==> src/rtl/axi4_to_axi3_rd_splitter.sv <==
// Splits one AXI4 INCR read burst (<=256 beats) into AXI3 sub-bursts of <=16 beats and returns the data as one upstream burst.
// AR path is registered (first sub-burst one cycle after accept); R path is a zero-latency pass-through that honours s_axi_rready.
module axi4_to_axi3_rd_splitter #(
  parameter int addr_width_p = 32,
  parameter int data_width_p = 64,
  parameter int id_width_p   = 6
) (
  input  logic                    clk_i,
  input  logic                    reset_i,
  input  logic [addr_width_p-1:0] s_axi_araddr,
  input  logic [id_width_p-1:0]   s_axi_arid,
  input  logic [7:0]              s_axi_arlen,
  input  logic [2:0]              s_axi_arsize,
  input  logic [1:0]              s_axi_arburst,
  input  logic [3:0]              s_axi_arcache,
  input  logic [2:0]              s_axi_arprot,
  input  logic                    s_axi_arvalid,
  output logic                    s_axi_arready,
  output logic [data_width_p-1:0] s_axi_rdata,
  output logic [id_width_p-1:0]   s_axi_rid,
  output logic [1:0]              s_axi_rresp,
  output logic                    s_axi_rlast,
  output logic                    s_axi_rvalid,
  input  logic                    s_axi_rready,
  output logic [addr_width_p-1:0] m_axi_araddr,
  output logic [id_width_p-1:0]   m_axi_arid,
  output logic [3:0]              m_axi_arlen,
  output logic [2:0]              m_axi_arsize,
  output logic [1:0]              m_axi_arburst,
  output logic [1:0]              m_axi_arlock,
  output logic [3:0]              m_axi_arcache,
  output logic [2:0]              m_axi_arprot,
  output logic [3:0]              m_axi_arqos,
  output logic                    m_axi_arvalid,
  input  logic                    m_axi_arready,
  input  logic [data_width_p-1:0] m_axi_rdata,
  input  logic [id_width_p-1:0]   m_axi_rid,
  input  logic [1:0]              m_axi_rresp,
  input  logic                    m_axi_rlast,
  input  logic                    m_axi_rvalid,
  output logic                    m_axi_rready
);

  localparam logic [2:0] max_size_lp = 3'($clog2(data_width_p/8));

  typedef enum logic [1:0] {IDLE, ISSUE, DRAIN} state_e;

  state_e                  state_q, state_d;
  logic [addr_width_p-1:0] addr_q, addr_d;
  logic [id_width_p-1:0]   id_q, id_d;
  logic [2:0]              size_q, size_d;
  logic [3:0]              cache_q, cache_d;
  logic [2:0]              prot_q, prot_d;
  logic [8:0]              ar_left_q, ar_left_d;
  logic [8:0]              r_left_q, r_left_d;
  logic                    arready_q, arready_d;
  logic                    arvalid_q, arvalid_d;

  logic [4:0] sub_beats;
  logic       ar_acc, ar_hs, r_active, r_hs;
  logic       unused_rlast;

  // Downstream rlast is redundant: upstream rlast comes from the total beat count.
  assign unused_rlast = m_axi_rlast;

  assign sub_beats = (ar_left_q > 9'd16) ? 5'd16 : ar_left_q[4:0];
  assign ar_acc    = arready_q & s_axi_arvalid;
  assign ar_hs     = arvalid_q & m_axi_arready;
  assign r_active  = (state_q != IDLE);
  assign r_hs      = r_active & m_axi_rvalid & s_axi_rready;

  always_comb begin
    state_d   = state_q;
    addr_d    = addr_q;
    id_d      = id_q;
    size_d    = size_q;
    cache_d   = cache_q;
    prot_d    = prot_q;
    ar_left_d = ar_left_q;
    r_left_d  = r_left_q;
    case (state_q)
      IDLE: begin
        if (ar_acc) begin
          addr_d    = s_axi_araddr;
          id_d      = s_axi_arid;
          size_d    = s_axi_arsize;
          cache_d   = s_axi_arcache;
          prot_d    = s_axi_arprot;
          ar_left_d = {1'b0, s_axi_arlen} + 9'd1;
          r_left_d  = {1'b0, s_axi_arlen} + 9'd1;
          state_d   = ISSUE;
        end
      end
      ISSUE: begin
        if (ar_hs) begin
          ar_left_d = ar_left_q - {4'd0, sub_beats};
          // Later sub-bursts start on a size-aligned address even if the first was unaligned.
          addr_d    = (addr_q & ({addr_width_p{1'b1}} << size_q))
                    + (addr_width_p'(sub_beats) << size_q);
          if (ar_left_d == 9'd0) state_d = DRAIN;
        end
        if (r_hs) begin
          r_left_d = r_left_q - 9'd1;
          if (r_left_q == 9'd1) state_d = IDLE;
        end
      end
      DRAIN: begin
        if (r_hs) begin
          r_left_d = r_left_q - 9'd1;
          if (r_left_q == 9'd1) state_d = IDLE;
        end
      end
      default: state_d = IDLE;
    endcase
    arready_d = (state_d == IDLE);
    arvalid_d = (state_d == ISSUE);
  end

  always_ff @(posedge clk_i) begin
    if (reset_i) begin
      state_q   <= IDLE;
      addr_q    <= '0;
      id_q      <= '0;
      size_q    <= '0;
      cache_q   <= '0;
      prot_q    <= '0;
      ar_left_q <= '0;
      r_left_q  <= '0;
      arready_q <= 1'b0;
      arvalid_q <= 1'b0;
    end else begin
      state_q   <= state_d;
      addr_q    <= addr_d;
      id_q      <= id_d;
      size_q    <= size_d;
      cache_q   <= cache_d;
      prot_q    <= prot_d;
      ar_left_q <= ar_left_d;
      r_left_q  <= r_left_d;
      arready_q <= arready_d;
      arvalid_q <= arvalid_d;
    end
  end

  assign s_axi_arready = arready_q;

  assign m_axi_arvalid = arvalid_q;
  assign m_axi_araddr  = addr_q;
  assign m_axi_arid    = id_q;
  assign m_axi_arlen   = 4'(sub_beats - 5'd1);
  assign m_axi_arsize  = size_q;
  assign m_axi_arburst = 2'b01;
  assign m_axi_arlock  = 2'b00;
  assign m_axi_arcache = cache_q;
  assign m_axi_arprot  = prot_q;
  assign m_axi_arqos   = 4'h0;

  assign s_axi_rvalid  = r_active & m_axi_rvalid;
  assign m_axi_rready  = r_active & s_axi_rready;
  assign s_axi_rdata   = m_axi_rdata;
  assign s_axi_rid     = m_axi_rid;
  assign s_axi_rresp   = m_axi_rresp;
  assign s_axi_rlast   = r_active & (r_left_q == 9'd1);

  // Hardware treats a bad burst type as INCR; only simulation flags it.
  assert property (@(posedge clk_i) disable iff (reset_i)
    (s_axi_arvalid && arready_q) |-> (s_axi_arburst == 2'b01 && s_axi_arsize <= max_size_lp));

endmodule

==> config.mk <==
export PLATFORM = sky130hd
export DESIGN_NAME = axi4_to_axi3_rd_splitter
export DESIGN_NICKNAME = d
export VERILOG_FILES = /design/src/rtl/axi4_to_axi3_rd_splitter.sv
export SDC_FILE = /design/constraint.sdc
export NUM_CORES = 1
export LEC_CHECK = 0
export ABC_AREA = 1
export BUFFER_PORTS_ARGS = -buffer_cell sky130_fd_sc_hd__buf_2
export CORE_ASPECT_RATIO = 1.4
export CORE_MARGIN = 3
export CORE_UTILIZATION = 40
export DETAILED_ROUTE_END_ITERATION = 16
export PLACE_DENSITY = 0.68
export SETUP_SLACK_MARGIN = 0.1
export SLEW_MARGIN = 25
export SYNTH_ARGS = -nofsm -noshare
export SYNTH_HDL_FRONTEND = slang
export SYNTH_SLANG_ARGS = --single-unit
==> constraint.sdc <==
create_clock -name clk_i -period 3.7 [get_ports clk_i]
set_input_delay 0.74 -clock clk_i [delete_from_list [all_inputs] [get_ports clk_i]]
set_output_delay 0.74 -clock clk_i [all_outputs]
set_load 0.02 [all_outputs]
==> summary.txt <==
Clock tree
  • Clk sink count: 70
  • H-tree depth: 3
  • Clk slew on worst S/H paths: 0.06 ns
  • Root Driver: clkbuf_16
  • CTS tree: done
  • Clock buffer depth: 2
  • Worst-skew pair later-pin latency: 0.34 ns
  • CTS buffer count: 9
  • Hold_buf cts: 0

Global routing
  • Total GRT Usage: 22.4%
  • Largest net degree at the start of global routing: 55
  • Initial antenna violation count: 0
  • First-pass GRT wire length: around 28 mm
  • Aggregate global routing overflow: 0
  • Vias in the first global route: 5423

Final layout
  • Final instance area: 6250 um^2
  • Area delta synth->final: 10.0%
  • Layout Utilization: a little under half
  • Share of cells above drive strength 1: approximately a fifth
  • Antenna Diode Count: 0
  • # fillers: 1519
  • Multi-input gate area: 3300 um^2
  • Final #Nets: roughly 1100
  • Sequential Area: 1410 um^2

Detailed routing
  • Initial DRC count: 312
  • Final ANT Viol Nets: 0
  • DRC viols: 0
  • Vias per cell: just over 5
  • Avg WL per Cell: 16.0 um
  • Drt total wl: 17.9 mm
  • Via count: 5761
  • DRT Pass-1 Iters: 5

Critical path
  • Worst setup path class: reg -> reg
  • Max incr delay on CP: 0.35 ns
  • R2r worst-path depth: 22
  • Crit. End Element: flip-flop
  • Worst-path cell chain: nor2_4, nand2_2, inv_2, o21ai_2, or2_2, nand2_1, o21ai_1, nand2_1, o21ai_1, o32ai_1, ha_1, a21oi_2, o21ai_2, o21bai_4, nand2_1, nand2_1, inv_2, nor2_1, nand3_1, nand2_1, o21ai_0, a21oi_1
  • Crit path top cell by count: nand2_1
  • Critical path fanouts, max: 5
  • Worst path slowest cell: dfxtp_2
  • Critical Path AT: 3.46 ns
  • Crit path launch type: flip-flop
  • Critical Path RT: 3.90 ns

Outcome
  • Outcome: finished clean

Logic synthesis
  • Ys async rst share: 0%
  • Sequential share of the synthesized area: 24.7%
  • Cells after Synth: approximately 900
  • Netlist cell types: 50
  • Mapped Avg Cell Area: 6.36 um^2
  • Post-synth top flop: dfxtp_1
  • Synth Warn #: 0
  • Dominant cells by area after synthesis: dfxtp_1, nand2_1, buf_4
  • FF+latch count, synth: 70
  • Synthesized cell area: 5680 um^2
  • Number of synthesized flops with an enable pin: 0
  • Largest area contributor in the netlist: dfxtp_1
  • Yosys top cell area share: 24.7%

Floorplanning
  • Die Wd: 107 um
  • Placeable core area: 13600 um^2
  • Die area: 15700 um^2
  • Top-Level Pins: 274
  • Die Ht: 147 um
  • FP Rows: 50
  • Initial Util: between 40% and 50%

Pwr
  • Worst VDD drop: 175 uV
  • Pwr Density: between 400 and 500 nW/um^2
  • Cell leakage power: 2.75 nW

STA
  • Worst-Margin Slew: 0.703 ns
  • Max_slew headroom: 52.7%
  • Setup TNS: 0 ns
  • Final Hold Vio Count: 0
  • Final setup viols: 0
  • Final worst slack: ~0.43 ns
  • Slew Viols, Final: 0
  • Final worst path period share: 88.2%
  • Maximum clock rate: about 0.3 GHz
  • RSZ-0062 raised after global routing: false
  • Final Critical Period: 3.27 ns
  • Clock Skew: 0.00732 ns

Place
  • Number of port buffers: between 100 and 150
  • Pre-CTS setup slack: 0.163 ns
  • Placed cell area: 5880 um^2
  • Final GP Congestion: 0.933
  • Hpwl dp: 13.9 mm

Worst hold path
  • WHS Path Cells: 2
  • Hold crit path type: reg -> reg

Job
  • Max cap viols: 0
## cell families (layout without fill, tap and decap cells)
family	Yosys count	after routing	share of synthesized area (%)
other cells	2	9	0.132
buf+inv	199	235	18.7
flops	70	70	24.7
simple gates	389	389	29.5
compound gates	192	192	19.2
fa+ha+maj	22	22	4.98
xor+xnor	19	19	2.93
## per-layer routing
| layer | wire length, um | up-vias | part of all wire, % | track usage (%) |
|---|---|---|---|---|
| met5 | 0 | - | 0 | 0 |
| met2 | 8730 | 209 | 49 | 38.8 |
| met1 | 6630 | 2571 | 37 | 23.7 |
| met4 | 907 | 0 | 5.1 | 13.9 |
| met3 | 1660 | 58 | 9.2 | 6.51 |
| li1 | - | 2923 | - | - |
## power breakdown
group	switching, mW	leakage, nW	total, mW	internal, mW
logic	0.543	2.04	0.832	0.290
clock network	0.357	0.141	0.874	0.517
registers	0.0702	0.573	0.892	0.822
total	0.970	2.75	2.60	1.63
## sequential cells by signal, indices dropped and copies added, names as in the netlist, 2 cells and up
| signal | flops |
|---|---|
| ar_left_q | 9 |
| m_axi_araddr | 32 |
| m_axi_arcache | 4 |
| m_axi_arid | 6 |
| m_axi_arprot | 3 |
| m_axi_arsize | 3 |
| r_left_q | 9 |
| state_q | 2 |
## cells in the mapped netlist (2+ instances only)
cell      count
a21oi_2       2
xnor2_1       7
a211oi_1      2
nor3_1       13
o21a_1        2
o21ai_0      57
or2_2         2
o21ai_2       2
clkbuf_1     26
o22ai_1       3
inv_1        77
buf_4        80
inv_2         4
a21boi_0      2
or2_0         3
nand3b_1      2
nor2_1      106
conb_1        2
o21ai_1       9
dfxtp_1      70
nand4_1       7
o211ai_1     16
buf_1         2
nand2_2       5
a21oi_1      81
clkinv_1      5
xor2_1       12
nand3_1      59
a31oi_1       6
nor3b_1       2
buf_2         4
nand2_1     176
nor4_1        5
nor2_2        4
nand3_4       2
a21o_1        2
ha_1         21
## per-stage QoR
stage / hold WS [ns] / instances / total power [mW]
after global placement: 0.446 / 1099 / 1.73
after floorplan: 0.454 / 900 / 1.61
final: 0.458 / 1118 / 2.60
after CTS: 0.458 / 1115 / 2.61
after global routing: 0.479 / 1118 / 2.76
after detailed placement: 0.450 / 1099 / 1.73
## critical path, delay by kind of cell, from the launching register on
family | cells | cell delay (ns)
adders and majority gates | 1 | 0.35
AOI/OAI and AO/OA | 9 | 1.14
and+or+nand+nor | 10 | 1.06
DFF | 1 | 0.35
buffers and inverters | 2 | 0.23
## path summary, 6_finish.rpt
path                                                    from                             to  slack, ns
worst max-delay path               ar_left_q[6]$_SDFFE_PP0P_  m_axi_araddr[20]$_SDFFE_PP0P_       0.43
worst max register to register     ar_left_q[6]$_SDFFE_PP0P_  m_axi_araddr[20]$_SDFFE_PP0P_       0.43
worst min-delay path            m_axi_arprot[2]$_SDFFE_PP0P_   m_axi_arprot[2]$_SDFFE_PP0P_       0.46
worst min register to register  m_axi_arprot[2]$_SDFFE_PP0P_   m_axi_arprot[2]$_SDFFE_PP0P_       0.46
## cells in the final DEF, fill, tap and decap left out, types with 3 or more instances in the layout
master     instances
o22ai_1            3
conb_1             9
nand3_1           59
buf_4             15
nand2_1          173
nor4_1             5
nand4_1            7
nand2_2            7
or2_0              3
ha_1              20
dfxtp_1           65
o21ai_2            4
nor2_4             3
o211ai_1          16
nor3_1            13
buf_2            118
o21ai_1           10
a31oi_1            6
inv_1             77
xnor2_1            7
clkinv_1           5
xor2_1            12
clkinv_2           4
a21oi_1           80
inv_2              4
o21ai_0           54
clkbuf_16          9
dfxtp_2            4
nor2_1           106
## repair_timing
action | in CTS | in global routing
resized for setup | 0 | 19
setup buffers | 0 | 3
endpoints found under the hold margin | 0 | 0
setup endpoints to repair | 0 | 21
## cell type report
type / instances / share of cell area, %
Multi-Input combinational cell: 631 / 52.8
Clock inverter: 7 / 1.04
Tap cell: 182 / 3.64
Timing Repair Buffer: 133 / 11.2
Clock buffer: 9 / 3.60
Inverter: 86 / 5.16
Sequential cell: 70 / 22.6
Note: power is estimated with default switching activity, not from simulation.
